**config.mk**
```make
export PLATFORM = sky130hd
export DESIGN_NAME = mem_bus_arbiter
export DESIGN_NICKNAME = d
export VERILOG_FILES = /design/src/rtl/sys_defs.sv /design/src/rtl/mem_bus_arbiter_owner_table.sv /design/src/rtl/mem_bus_arbiter.sv
export SDC_FILE = /design/constraint.sdc
export NUM_CORES = 1
export LEC_CHECK = 0
export CAP_MARGIN = 10
export CORE_AREA = 2 2 191 193
export DETAILED_ROUTE_END_ITERATION = 16
export DIE_AREA = 0 0 193 195
export MAX_ROUTING_LAYER = met4
export PLACE_DENSITY_LB_ADDON = 0.3
export SYNTH_ARGS = -nofsm -noshare
export SYNTH_HDL_FRONTEND = slang
export SYNTH_SLANG_ARGS = --single-unit
```
**constraint.sdc**
```tcl
create_clock -name clock -period 10.4 [get_ports clock]
set_clock_uncertainty 0.2 [all_clocks]
set_input_delay 1.56 -clock clock [delete_from_list [all_inputs] [get_ports clock]]
set_output_delay 1.56 -clock clock [all_outputs]
set_load 0.1 [all_outputs]
```
**src/rtl/sys_defs.sv**
```systemverilog
// Shared definitions for the processor-to-memory bus.
//   bus_command_t : encodings carried on every *_command port
//   arb_state_t   : arbiter sequencing states (run, drain for halt, halted)
//   count_ones    : population count used for the outstanding-load count
package sys_defs;

    localparam int STARVE_LIMIT = 4;
    localparam int NUM_TAGS     = 16;
    localparam int TAG_W        = $clog2(NUM_TAGS);
    localparam int COUNT_W      = TAG_W + 1;

    typedef enum logic [1:0] {
        BUS_NONE  = 2'd0,
        BUS_LOAD  = 2'd1,
        BUS_STORE = 2'd2
    } bus_command_t;

    typedef enum logic [1:0] {
        ST_RUN    = 2'd0,
        ST_DRAIN  = 2'd1,
        ST_HALTED = 2'd2
    } arb_state_t;

    function automatic logic [COUNT_W-1:0] count_ones(input logic [NUM_TAGS-1:0] v);
        logic [COUNT_W-1:0] n;
        n = '0;
        for (int i = 0; i < NUM_TAGS; i++) begin
            n = n + COUNT_W'(v[i]);
        end
        return n;
    endfunction

endpackage

```
**src/rtl/mem_bus_arbiter_owner_table.sv**
```systemverilog
// mem_tag_owner_table: remembers which cache issued each in-flight load tag.
//   i_alloc_en/i_alloc_tag/i_alloc_owner : record an accepted load (owner 1 = dcache)
//   i_ret_tag                            : tag of returning data (0 = no return)
//   o_ret_hit/o_ret_owner                : return belongs to a live entry, and whose
//   o_count                              : number of live entries
//   o_tag_err                            : sticky, a return arrived on a dead tag
module mem_tag_owner_table
    import sys_defs::*;
(
    input  logic               clock,
    input  logic               reset,
    input  logic               i_alloc_en,
    input  logic [TAG_W-1:0]   i_alloc_tag,
    input  logic               i_alloc_owner,
    input  logic [TAG_W-1:0]   i_ret_tag,
    output logic               o_ret_hit,
    output logic               o_ret_owner,
    output logic [COUNT_W-1:0] o_count,
    output logic               o_tag_err
);

    logic [NUM_TAGS-1:0] r_valid;
    logic [NUM_TAGS-1:0] r_owner;
    logic                r_tag_err;
    logic                w_ret_active;

    assign w_ret_active = (i_ret_tag != '0);
    assign o_ret_hit    = w_ret_active && r_valid[i_ret_tag];
    assign o_ret_owner  = r_owner[i_ret_tag];
    assign o_count      = count_ones(r_valid);
    assign o_tag_err    = r_tag_err;

    always_ff @(posedge clock) begin
        if (reset) begin
            r_valid   <= '0;
            r_owner   <= '0;
            r_tag_err <= 1'b0;
        end else begin
            if (o_ret_hit) begin
                r_valid[i_ret_tag] <= 1'b0;
            end
            if (w_ret_active && !r_valid[i_ret_tag]) begin
                r_tag_err <= 1'b1;
            end
            // Placed after the clear so a same-cycle reuse of the tag survives.
            if (i_alloc_en && (i_alloc_tag != '0)) begin
                r_valid[i_alloc_tag] <= 1'b1;
                r_owner[i_alloc_tag] <= i_alloc_owner;
            end
        end
    end

endmodule

```
**src/rtl/mem_bus_arbiter.sv**
```systemverilog
// mem_bus_arbiter: shares the memory bus between icache (loads) and dcache
// (loads/stores/writebacks), routes returning load tags to their issuer, and
// drains the bus on a halt.
//   icache_* / dcache_* : requester side (command, address, data, accept tag, return tag)
//   mem_*               : memory side; command forwarded combinationally, same-cycle accept tag
//   halt_req/halted     : halt drain handshake
//   outstanding/tag_err : in-flight load count, sticky unowned-return flag
//
// state     | meaning
// ST_RUN    | normal arbitration, dcache priority with icache starvation override
// ST_DRAIN  | icache blocked; dcache traffic and load returns finish
// ST_HALTED | bus idle until reset
module mem_bus_arbiter
    import sys_defs::*;
(
    input  logic         clock,
    input  logic         reset,
    input  logic [1:0]   icache_command,
    input  logic [63:0]  icache_addr,
    output logic [3:0]   icache_response,
    output logic [3:0]   icache_tag,
    input  logic [1:0]   dcache_command,
    input  logic [63:0]  dcache_addr,
    input  logic [63:0]  dcache_wdata,
    output logic [3:0]   dcache_response,
    output logic [3:0]   dcache_tag,
    output logic [63:0]  mem_rdata_out,
    output logic [1:0]   mem_command,
    output logic [63:0]  mem_addr,
    output logic [63:0]  mem_wdata,
    input  logic [3:0]   mem_response,
    input  logic [63:0]  mem_rdata,
    input  logic [3:0]   mem_tag,
    input  logic         halt_req,
    output logic         halted,
    output logic [4:0]   outstanding,
    output logic         tag_err
);

    localparam int STARVE_W = $clog2(STARVE_LIMIT + 1);

    arb_state_t          r_state;
    logic                r_halted;
    logic [STARVE_W-1:0] r_starve_cnt;

    logic w_icache_req;
    logic w_dcache_req;
    logic w_grant_i;
    logic w_grant_d;
    logic w_accepted;
    logic w_alloc_en;
    logic w_ret_hit;
    logic w_ret_owner;
    logic w_tag_err;
    logic [COUNT_W-1:0] w_count;

    // A STORE from the icache is meaningless and is treated as no request.
    assign w_icache_req = (icache_command == BUS_LOAD);
    assign w_dcache_req = (dcache_command != BUS_NONE);
    assign w_accepted   = (mem_response != 4'd0);

    always_comb begin
        w_grant_i = 1'b0;
        w_grant_d = 1'b0;
        case (r_state)
            ST_RUN: begin
                if ((r_starve_cnt == STARVE_W'(STARVE_LIMIT)) && w_icache_req) begin
                    w_grant_i = 1'b1;
                end else if (w_dcache_req) begin
                    w_grant_d = 1'b1;
                end else if (w_icache_req) begin
                    w_grant_i = 1'b1;
                end
            end
            ST_DRAIN: w_grant_d = w_dcache_req;
            default: ;
        endcase
    end

    always_comb begin
        mem_command = BUS_NONE;
        mem_addr    = 64'd0;
        mem_wdata   = 64'd0;
        if (w_grant_i) begin
            mem_command = BUS_LOAD;
            mem_addr    = icache_addr;
        end else if (w_grant_d) begin
            mem_command = dcache_command;
            mem_addr    = dcache_addr;
            mem_wdata   = dcache_wdata;
        end
    end

    assign icache_response = w_grant_i ? mem_response : 4'd0;
    assign dcache_response = w_grant_d ? mem_response : 4'd0;

    // Only loads expect data back, so only loads claim a tag.
    assign w_alloc_en = w_accepted &&
                        (w_grant_i || (w_grant_d && (dcache_command == BUS_LOAD)));

    mem_tag_owner_table u_owner_table (
        .clock         (clock),
        .reset         (reset),
        .i_alloc_en    (w_alloc_en),
        .i_alloc_tag   (mem_response),
        .i_alloc_owner (w_grant_d),
        .i_ret_tag     (mem_tag),
        .o_ret_hit     (w_ret_hit),
        .o_ret_owner   (w_ret_owner),
        .o_count       (w_count),
        .o_tag_err     (w_tag_err)
    );

    assign icache_tag    = (w_ret_hit && !w_ret_owner) ? mem_tag : 4'd0;
    assign dcache_tag    = (w_ret_hit &&  w_ret_owner) ? mem_tag : 4'd0;
    assign mem_rdata_out = mem_rdata;
    assign outstanding   = w_count;
    assign tag_err       = w_tag_err;
    assign halted        = r_halted;

    // A rejected grant keeps the count so the retry still wins next cycle.
    always_ff @(posedge clock) begin
        if (reset) begin
            r_starve_cnt <= '0;
        end else if (!w_icache_req) begin
            r_starve_cnt <= '0;
        end else if (w_grant_i) begin
            if (w_accepted) begin
                r_starve_cnt <= '0;
            end
        end else if (r_starve_cnt != STARVE_W'(STARVE_LIMIT)) begin
            r_starve_cnt <= r_starve_cnt + STARVE_W'(1);
        end
    end

    always_ff @(posedge clock) begin
        if (reset) begin
            r_state  <= ST_RUN;
            r_halted <= 1'b0;
        end else begin
            case (r_state)
                ST_RUN: begin
                    if (halt_req) begin
                        r_state <= ST_DRAIN;
                    end
                end
                ST_DRAIN: begin
                    if ((w_count == '0) && (dcache_command == BUS_NONE)) begin
                        r_state  <= ST_HALTED;
                        r_halted <= 1'b1;
                    end
                end
                default: begin
                    r_state  <= ST_HALTED;
                    r_halted <= 1'b1;
                end
            endcase
        end
    end

endmodule

```
# ---- Word level (Yosys, flattened, before mapping)
# Index checks and enable logic that the tools add are counted.
dict set report word_totals {
  mem_count 0
  ram_bits 0
  latch_bits 0
  wordCells 101
  output_inout_bits 217
  input_bits 271
  regBits 39
  mem_bits_ro 0
}
dict set report op_classes {
  shifts 0
  add_sub_neg 16
  mux 37
  reduce_logical 25
  bitwise_logic 5
  magnitude_cmp 4
  multipliers 0
  div_mod_pow 0
  n_eq_ne 8
}
# operator n
set ops {}
lappend ops {{$mux 64} 4}
lappend ops {{$add 5x1->5} 14}
lappend ops {{$mux 16} 3}
lappend ops {{$and 16x16->16} 1}
lappend ops {{$bwmux 16} 1}
lappend ops {{$mux 4} 4}
lappend ops {{$not 16->16} 1}
lappend ops {{$or 16x16->16} 1}
lappend ops {{$logic_and 1x1->1} 11}
lappend ops {{$mux 1} 11}
lappend ops {{$lt 4x5->1 const B} 2}
lappend ops {{$mux 3} 3}
lappend ops {{$bmux 1 s4} 2}
lappend ops {{$demux 1 s4} 2}
lappend ops {{$ge 4x1->1 const B} 2}
lappend ops {{$mux 2} 4}
lappend ops {{$reduce_bool 4->1} 2}
lappend ops {{$eq 2x1->1 const B} 3}
lappend ops {{$reduce_and 2->1} 3}
lappend ops {{$logic_not 5->1} 1}
lappend ops {{$logic_not 2->1} 2}
lappend ops {{$ne 2x2->1 const B} 2}
lappend ops {{$pmux 1 s2} 2}
lappend ops {{$pmux 2 s2} 1}
lappend ops {{other kinds (10)} 13}

# ---- Longest topological paths before layout
# Gate-level depths: netlist (run 1).
dict set report logic_depth {
  word_depth 19
  mapped_depth 14
  depth_no_buf 14
}

# ---- Hierarchy
# From an unflattened synthesis (run 1), not the netlist that was laid out.
dict set report unflattened {
  cells_unflattened 507
  area_unflattened_um2 4195.3
}
# mod seq_area_each_um2 cells_per_inst area_per_inst_um2 instances
set modules_own_cells {}
lappend modules_own_cells {mem_bus_arbiter 120.1 283 2120.8 1}
lappend modules_own_cells {mem_tag_owner_table 660.6 224 2074.5 1}

# ---- Least setup slack after synthesis (run 1)
# OpenSTA, ideal clock, no wires.
dict set report synth_timing {
  path_type {register to output}
  start {register u_owner_table.r_valid[0]}
  end {output port outstanding[3]}
  path_buffers 0
  t_arrival_ns 4.694
  t_required_ns 8.640
  path_slack_ns 3.946
  path_stages_with_launch 12
  path_cell_list {dfxtp_1 > ha_1 > inv_1 > fa_1 > fa_1 > fa_1 > fa_1 > inv_1 > ha_1 > a21o_1 > a21o_1 > xor2_1}
}
dict set report synth_via {
  elab_chain_cells 15
}
# item line
set synth_lines {}
lappend synth_lines {{start: declaration} mem_bus_arbiter_owner_table.sv:22} ;# logic [NUM_TAGS-1:0] r_valid;
lappend synth_lines {{start signal: assignment} mem_bus_arbiter_owner_table.sv:35} ;# r_valid <= '0;
lappend synth_lines {{start signal: indexed assignment} mem_bus_arbiter_owner_table.sv:40} ;# r_valid[i_ret_tag] <= 1'b0;
lappend synth_lines {{start signal: indexed assignment} mem_bus_arbiter_owner_table.sv:47} ;# r_valid[i_alloc_tag] <= 1'b1;
lappend synth_lines {{$add 1x1->2} sys_defs.sv:28} ;# n = n + COUNT_W'(v[i]);
lappend synth_lines {{$add 5x1->5 (14 in series)} sys_defs.sv:28}
lappend synth_lines {{end: declaration} mem_bus_arbiter.sv:36} ;# output logic [4:0] outstanding,
# No other way between the ends.

# ---- Worst setup path in the final report (run 1)
dict set report layout_timing {
  start {input port icache_command[0]}
  end {output port mem_addr[19]}
}
dict set report layout_via {
  elab_chain_cells 6
  word_cells_on_any_way 10
  cone_classes {eq/ne (1); mux (8); reduce/logical (1)}
}
# item line
set layout_lines {}
lappend layout_lines {{start: declaration} mem_bus_arbiter.sv:18} ;# input logic [1:0] icache_command,
lappend layout_lines {{$eq 2x1->1 *} mem_bus_arbiter.sv:58} ;# assign w_icache_req = (icache_command == BUS_LOAD);
lappend layout_lines {{$logic_and 1x1->1 or $mux 1 (tied branches)} {mem_bus_arbiter.sv:67, mem_bus_arbiter.sv:71}}
lappend layout_lines {{$mux 1, on equally long branches} {mem_bus_arbiter.sv:67, mem_bus_arbiter.sv:69}}
lappend layout_lines {{$pmux 1 s2 or $mux 1 (tied branches)} {mem_bus_arbiter.sv:65, mem_bus_arbiter.sv:67}}
lappend layout_lines {{$mux 64 or $mux 1 (tied branches)} {mem_bus_arbiter.sv:87, mem_bus_arbiter.sv:65}}
lappend layout_lines {{$mux 64 *} mem_bus_arbiter.sv:84} ;# if (w_grant_i) begin
lappend layout_lines {{end: declaration} mem_bus_arbiter.sv:29} ;# output logic [63:0] mem_addr,
# Mark *: on every way between the ends. The rest lies on a longest branch, timed or not.

==> results of run 1 <==
-- state kept, by name, summed over array words and instances, names as in the netlist --
signal and cells:
u_owner_table.o_tag_err 1, u_owner_table.r_valid 16, u_owner_table.r_owner 16, halted 1, r_starve_cnt 3, r_state 2
-- worst max-delay path: stages --
cell,delay [ns]
clkdlybuf4s50_1,0.41
or3b_4,0.27
o21ba_2,0.20
o21a_4,0.57
buf_4,0.68
a22o_1,0.27
clkdlybuf4s50_1,1.14
-- logic make-up after synthesis --
| logic type | count (synthesis) | share of synthesized area |
|---|---|---|
| AND/OR/NAND/NOR | 165 | 0.236 |
| buffers and inverters | 129 | 0.189 |
| AO/OA/AOI/OAI | 123 | 0.229 |
| flip-flops | 39 | 0.191 |
| multiplexers | 25 | 0.0799 |
| adder cells (fa/ha/maj) | 17 | 0.0704 |
| XOR/XNOR | 2 | 0.00429 |
-- layout by cell type, fill, tap and decap left out, drive strengths merged, types with 2 or more instances in the layout --
cell type	count
and2	75
and3	5
clkdlybuf4s50	358
mux4	6
and4	3
nand2	16
fa	10
xor2	2
inv	27
ha	7
nand4b	9
or3b	3
dfxtp	39
nand4	3
o21ai	18
clkbuf	6
a22o	65
mux2i	18
nor2	26
diode	3
o41ai	2
nor2b	8
nor3	3
a21oi	22
a21o	2
nand3	4
nand2b	6
or2	2
buf	4
-- power by group --
part / total [mW] / switching, mW / internal, mW
clock network: 0.151 / 0.0625 / 0.0886
registers: 0.155 / 0.00258 / 0.153
logic: 0.630 / 0.446 / 0.185
total: 0.937 / 0.511 / 0.426
-- routing by layer --
metal  wire [um]  vias up
met3        1730       55
li1            -     2213
met2       10000      221
met1       10200     2091
met4         620        0
met5           0        -
-- per-stage QoR --
stage	hold slack [ns]	instance area [sq um]	power (mW)
after floorplan	0.233	4090	0.714
after global placement	0.246	7610	0.792
after detailed placement	0.248	7610	0.790
after CTS	0.257	7760	0.947
after global routing	0.296	7760	0.971
final	0.256	7760	0.937
-- cell type report --
| cell class | count | area [sq um] | area share |
|---|---|---|---|
| Antenna cell | 3 | 7.51 | 0.000967 |
| Clock buffer | 6 | 129 | 0.0166 |
| Clock inverter | 2 | 12.5 | 0.00161 |
| Inverter | 27 | 101 | 0.0131 |
| Multi-Input combinational cell | 332 | 2540 | 0.328 |
| Sequential cell | 39 | 781 | 0.101 |
| Tap cell | 461 | 577 | 0.0743 |
| Timing Repair Buffer | 362 | 3610 | 0.465 |
-- worst max-delay path by stage --
| stage | startpoint | end | slack [ns] | cells past startpoint |
|---|---|---|---|---|
| 2_1_floorplan | u_owner_table.r_valid[0]$_SDFF_PP0_ | outstanding[3] | 3.95 | 11 |
| 3_3_place_gp | icache_command[0] | mem_wdata[59] | 3.43 | 7 |
| 3_5_place_dp | icache_command[0] | mem_wdata[59] | 3.41 | 7 |
| 4_1_cts | icache_command[0] | mem_wdata[59] | 3.41 | 7 |
| 5_1_grt | icache_command[0] | mem_addr[63] | 3.25 | 7 |
| 6_report | icache_command[0] | mem_addr[19] | 3.46 | 7 |
==> metrics.csv, run 1 <==
stage,metric,value,unit
floorplan,die width,193,um
synth,Syn Std Cell Area,4090,sq um
layout,post-route insts no fill,1232,
synth,most frequent cells after synthesis,"75 x and2_1, 66 x buf_4, 65 x a22o_1, 39 x dfxtp_1, 27 x inv_1",
placement,DP Wirelength,19.1,mm
global_routing,gr usage total,0.117,
synth,"Top FF cell, synth",dfxtp_1,
placement,Placed Cells,1221,
timing,slew margin rel.,0.275,
synth,Synth area leader,dfxtp_1,
synth,Avg Inst Size Synth,8.17,sq um
timing,TNS Setup,0,ns
hold_path,hold path start,u_owner_table.r_owner[12]$_SDFFE_PP0P_,
synth,most common cell in the netlist,and2_1,
layout,layout cells sized above 1,0.0365,
hold_path,Hold Crit Class,flop to flop,
global_routing,GRT met2 Usage,0.178,
floorplan,I/O pins,488,
cts,# H-tree levels,2,
detailed_routing,initial drt markers,235,
timing,Slew @ Worst Pin,1.08,ns
synth,"Distinct cells, synth",47,
timing,Final min period,6.94,ns
pwr,Static Leak,2.83,nW
global_routing,number of antenna violations at the first check in global routing,4,
cts,Resize count post-CTS,0,
detailed_routing,Avg WL per Cell,18.3,um
critical_path,CP Capture Type,primary output,
placement,final RePlAce weighted congestion,0.834,
detailed_routing,# DRC,0,
floorplan,DIE AREA,37600,sq um
detailed_routing,drt pass-1 iters,4,
layout,final core utilization,0.219,
synth,Post-Syn Instances,500,
global_routing,global route overflow,0,
cts,clock slew at reported path FFs,0.06,ns
layout,Area Growth Syn to Fin,90.0,%
floorplan,Core Footprint,35400,sq um
synth,synth warn,0,
cts,setup bufs post-CTS,0,
placement,Place WS,3.41,ns
timing,final worst-path setup slack,3.46,ns
synth,synthesis-stage register bit count,39,
global_routing,met3 usage,0.0216,
floorplan,Die Ht,195,um
cts,clock tree buffer depth,2,
critical_path,R2R depth,13,
global_routing,largest net degree at the start of global routing,79,
detailed_routing,vias,4580,
critical_path,worst-path maximum fanout,78,
synth,syn_nets,788,
cts,clock sink count,39,
timing,Tcrit/Tclk final,0.667,
timing,Slew Limit Fails,0,
critical_path,"Arr. time, crit path",5.18,ns
placement,Port Buffers,359,
layout,layout net count,1055,
timing,maximum clock rate,144,MHz
detailed_routing,vias per cell,3.72,
hold_path,Hold Path End,u_owner_table.r_owner[12]$_SDFFE_PP0P_,
cts,CTS tree,done,
pwr,PD cells,121,nW/um^2
timing,RSZ-0062 raised after global routing,no,
cts,CTS Buf Count,5,
floorplan,# rows,69,
global_routing,vias in the first global route,4837,
synth,synth top area cells,"dfxtp_1 19%, a22o_1 14%, buf_4 12%",
global_routing,global-route wire length before repair,31.6,mm
floorplan,Initial Util,0.115,
cts,Hold Buf Count CTS,0,
synth,sequential area share after synthesis,0.191,
global_routing,met1 usage,0.154,
synth,"FFs w/ async S/R, synth",0,
synth,Yosys top cell area share,0.191,
hold_path,hold path depth,2,
timing,Fin. Hold Viols,0,
critical_path,CP Class,input pin to primary output,
critical_path,flop2flop setup slack,6.10,ns
outcome,outcome,"complete, no violations",
synth,number of synthesized flops with an enable pin,0,
detailed_routing,total wire length,22.6,mm
flow_run,Max Cap Viol,0,
layout,fill count,3918,
cts,Root Driver,clkbuf_16,
detailed_routing,"antenna viol nets, final",0,
critical_path,FF-to-FF Start,u_owner_table.r_valid[1]$_SDFF_PP0_,
critical_path,Worst R2R End,r_state[0]$_SDFFE_PP0P_,
global_routing,layer with the highest usage,met2,
critical_path,Required @ worst endpoint,8.64,ns
timing,Finish-stage setup viols,0,
cts,Worst-Skew Late Latency,0.28,ns
critical_path,CP Launch Type,input pin,
pwr,VDD IR-drop max,0.0635,mV
Note: power is estimated with default switching activity, not from simulation.
==> run 2: changes to the inputs <==
--- a/config.mk
+++ b/config.mk
@@ -6,9 +6,9 @@
 export NUM_CORES = 1
 export LEC_CHECK = 0
 export CAP_MARGIN = 10
-export CORE_AREA = 2 2 191 193
+export CORE_AREA = 2 2 190 192
 export DETAILED_ROUTE_END_ITERATION = 16
-export DIE_AREA = 0 0 193 195
+export DIE_AREA = 0 0 192 194
 export MAX_ROUTING_LAYER = met4
 export PLACE_DENSITY_LB_ADDON = 0.3
 export SYNTH_ARGS = -nofsm -noshare
==> constraint.sdc (replaced) <==
create_clock -name clock -period 6.7 [get_ports clock]
set_clock_uncertainty 0.2 [all_clocks]
set_input_delay 1.005 -clock clock [delete_from_list [all_inputs] [get_ports clock]]
set_output_delay 1.005 -clock clock [all_outputs]
set_load 0.1 [all_outputs]
==> metrics.csv, run 2 <==
stage,metric,value,unit,change
synth,Avg Inst Size Synth,8.17,sq um,unchanged
floorplan,die width,192,um,-0.52%
floorplan,Die Ht,194,um,-0.51%
synth,syn_nets,788,,unchanged
synth,Adder-Cell Fraction of Synth Area,0.0704,,unchanged
outcome,Fail Step,detailed routing (5_2_route),,
synth,Post-Syn Instances,500,,unchanged
cts,clock sink count,39,,unchanged
outcome,first error message,[ERROR DRT-0255] Maze Route cannot find path of net mem_rdata[40] in worker of routeBox ( 144900 96600 ) ( 192000 144900 ).,,
global_routing,vias in the first global route,4744,,-1.9%
global_routing,number of antenna violations at the first check in global routing,3,,-1
placement,Port Buffers,359,,unchanged
placement,final RePlAce weighted congestion,0.802,,-3.9%
synth,Syn Std Cell Area,4090,sq um,unchanged
floorplan,Initial Util,0.116,,+0.000566
synth,"FFs w/ async S/R, synth",0,,unchanged
global_routing,global-route wire length before repair,30.5,mm,-3.6%
cts,CTS Buf Count,5,,unchanged
synth,sequential area share after synthesis,0.191,,unchanged
synth,Yosys top cell area share,0.191,,unchanged
placement,Placed Cells,1223,,+0.16%
synth,synth top area cells,"dfxtp_1 19%, a22o_1 14%, buf_4 12%",,
synth,synthesis-stage register bit count,39,,unchanged
floorplan,I/O pins,488,,unchanged
placement,DP Wirelength,18.8,mm,-1.5%
synth,Synth area leader,dfxtp_1,,
cts,Root Driver,clkbuf_16,,
global_routing,largest net degree at the start of global routing,88,,+11%
cts,setup bufs post-CTS,0,,unchanged
cts,Resize count post-CTS,0,,unchanged
global_routing,global route overflow,0,,unchanged
outcome,outcome,did not finish,,
synth,most common cell in the netlist,and2_1,,
synth,mux cell area share after synthesis,0.0799,,unchanged
cts,Hold Buf Count CTS,0,,unchanged
cts,clock tree buffer depth,2,,unchanged
synth,Synth Area in Simple Gates,0.236,,unchanged
floorplan,# rows,69,,unchanged
synth,number of synthesized flops with an enable pin,0,,unchanged
synth,Synth Area in XOR/XNOR,0.00429,,unchanged
global_routing,gr usage total,0.112,,-0.00451
synth,synth warn,0,,unchanged
synth,most frequent cells after synthesis,"75 x and2_1, 66 x buf_4, 65 x a22o_1, 39 x dfxtp_1, 27 x inv_1",,
synth,"Distinct cells, synth",47,,unchanged
cts,# H-tree levels,2,,unchanged
synth,"Top FF cell, synth",dfxtp_1,,
synth,largest family of logic cells by synthesized area,simple AND/OR/NAND/NOR gates,,
synth,Compound-Gate Fraction of Synth Area,0.229,,unchanged
## run 2: cell counts after synthesis
No cell type changed its count.
## run 2: per-stage QoR
stage,instance area (sq um),setup WS (ns),util
global route,7590,0.973,0.215
CTS,7580,1.11,0.215
detailed placement,7420,1.30,0.211
global placement,7420,1.26,0.211
floorplan,4090,0.801,-
## run 2: cell families after synthesis
logic type      Yosys count
xor+xnor                  2
mux                      25
compound gates          123
fa+ha+maj                17
simple gates            165
flops                    39
buf+inv                 129
## run 2: routing by layer
layer	GRT usage
met5	-
met4	0.0430
met3	0.0353
met2	0.186
met1	0.125
==> run 3: changes to the inputs <==
--- a/config.mk
+++ b/config.mk
@@ -9,8 +9,7 @@
 export CORE_AREA = 2 2 190 192
 export DETAILED_ROUTE_END_ITERATION = 16
 export DIE_AREA = 0 0 192 194
-export MAX_ROUTING_LAYER = met4
-export PLACE_DENSITY_LB_ADDON = 0.3
+export PLACE_DENSITY_LB_ADDON = 0.15
 export SYNTH_ARGS = -nofsm -noshare
 export SYNTH_HDL_FRONTEND = slang
 export SYNTH_SLANG_ARGS = --single-unit
==> metrics.csv, run 3 (synthesized netlist as in run 1, its figures left out) <==
stage,metric,value,unit,change
layout,fill count,3986,,
placement,final RePlAce weighted congestion,0.768,,-4.3%
hold_path,Hold Crit Class,flop to flop,,
cts,CTS Buf Count,5,,unchanged
timing,Final min period,5.59,ns,
global_routing,vias in the first global route,4930,,+3.9%
timing,Slew @ Worst Pin,1.02,ns,
cts,Worst-Skew Late Latency,0.29,ns,
layout,Largest regs,"u_owner_table.r_owner (16), u_owner_table.r_valid (16), r_starve_cnt (3)",,
detailed_routing,drt pass-1 iters,4,,
timing,TNS Setup,0,ns,
global_routing,gr usage total,0.121,,+0.00867
detailed_routing,"antenna viol nets, final",0,,
timing,maximum clock rate,179,MHz,
outcome,outcome,"complete, no violations",,
detailed_routing,# DRC,0,,
flow_run,Max Cap Viol,0,,
pwr,Static Leak,2.95,nW,
layout,final core utilization,0.215,,
critical_path,"Arr. time, crit path",4.39,ns,
floorplan,die width,192,um,unchanged
global_routing,global route overflow,0,,unchanged
timing,Slew Limit Fails,0,,
cts,Hold Buf Count CTS,0,,unchanged
detailed_routing,vias per cell,3.73,,
cts,clock sink count,39,,unchanged
detailed_routing,Avg WL per Cell,19.0,um,
detailed_routing,vias,4604,,
layout,post-route insts no fill,1234,,
critical_path,CP Capture Type,primary output,,
global_routing,number of antenna violations at the first check in global routing,3,,unchanged
critical_path,CP Launch Type,flop,,
critical_path,Required @ worst endpoint,5.49,ns,
timing,slew margin rel.,0.318,,
placement,Placed Cells,1223,,unchanged
timing,Finish-stage setup viols,0,,
timing,Tcrit/Tclk final,0.835,,
floorplan,DIE AREA,37200,sq um,
layout,"commonest non-fill, non-tap cell in the layout",clkdlybuf4s50_1,,
floorplan,Core Footprint,35200,sq um,
detailed_routing,total wire length,23.5,mm,
timing,RSZ-0062 raised after global routing,no,,
layout,layout net count,1057,,
cts,clock slew at reported path FFs,0.06,ns,
pwr,PD cells,191,nW/um^2,
cts,setup bufs post-CTS,0,,unchanged
cts,clock tree buffer depth,2,,unchanged
cts,Resize count post-CTS,0,,unchanged
timing,Fin. Hold Viols,0,,
layout,layout cells sized above 1,0.151,,
cts,CTS tree,done,,
floorplan,Initial Util,0.116,,unchanged
critical_path,CP Class,flop to primary output,,
cts,Root Driver,clkbuf_16,,
detailed_routing,initial drt markers,186,,
floorplan,# rows,69,,unchanged
floorplan,Die Ht,194,um,unchanged
placement,DP Wirelength,19.7,mm,+4.8%
global_routing,largest net degree at the start of global routing,89,,+1.1%
layout,Area Growth Syn to Fin,85.5,%,
critical_path,worst-path maximum fanout,4,,
pwr,VDD IR-drop max,0.0771,mV,
cts,# H-tree levels,2,,unchanged
global_routing,global-route wire length before repair,33.1,mm,+8.7%
floorplan,I/O pins,488,,unchanged
layout,most frequent cells in the layout,"272 x clkdlybuf4s50_1, 90 x buf_4, 75 x and2_1",,
placement,Port Buffers,359,,unchanged
## run 3: final cells by class
cell class	instances	area (sq um)	share of cell area
Clock buffer	6	129	0.0170
Multi-Input combinational cell	332	2540	0.336
Antenna cell	3	7.51	0.000991
Inverter	27	101	0.0134
Timing Repair Buffer	364	3420	0.452
Sequential cell	39	781	0.103
Tap cell	461	577	0.0761
Clock inverter	2	12.5	0.00165
## run 3: worst max-delay path: stages (launching register included)
cell and delay [ns]:
dfxtp_1 0.39, ha_1 0.25, inv_1 0.06, fa_1 0.43
fa_1 0.50, fa_1 0.53, fa_1 0.43, fa_1 0.38
inv_1 0.10, a21o_1 0.12, a21o_1 0.12, xor2_1 0.40
buf_4 0.39
## run 3: per-layer routing
metal / up-vias / track usage / wire length, um
met5: - / 0 / 0
met4: 0 / 0.0387 / 605
met3: 46 / 0.0389 / 2080
met2: 192 / 0.214 / 11600
met1: 2147 / 0.136 / 9210
li1: 2219 / - / -
## run 3: path summary, 6_finish.rpt
check,from,endpoint,slack (ns),depth (start not counted)
setup / recovery,u_owner_table.r_valid[1]$_SDFF_PP0_,outstanding[3],1.11,12
hold / removal,u_owner_table.r_owner[12]$_SDFFE_PP0P_,u_owner_table.r_owner[12]$_SDFFE_PP0P_,0.26,2
setup reg to reg,u_owner_table.r_valid[1]$_SDFF_PP0_,r_state[0]$_SDFFE_PP0P_,2.31,13
hold reg to reg,u_owner_table.r_owner[12]$_SDFFE_PP0P_,u_owner_table.r_owner[12]$_SDFFE_PP0P_,0.26,2
## run 3: where the power goes
| part | switching (mW) | total (mW) | internal, mW |
|---|---|---|---|
| registers | 0.00437 | 0.241 | 0.237 |
| clock network | 0.103 | 0.241 | 0.138 |
| logic | 0.694 | 0.967 | 0.273 |
| total | 0.802 | 1.45 | 0.647 |
## run 3: through the flow
stage	total power, mW	area [sq um]	hold WS, ns	setup slack [ns]
after global routing	1.51	7580	0.281	0.912
after CTS	1.47	7570	0.266	1.04
after detailed placement	1.22	7430	0.255	1.17
final	1.45	7580	0.260	1.11
after global placement	1.22	7430	0.257	1.21
after floorplan	1.11	4090	0.233	0.801
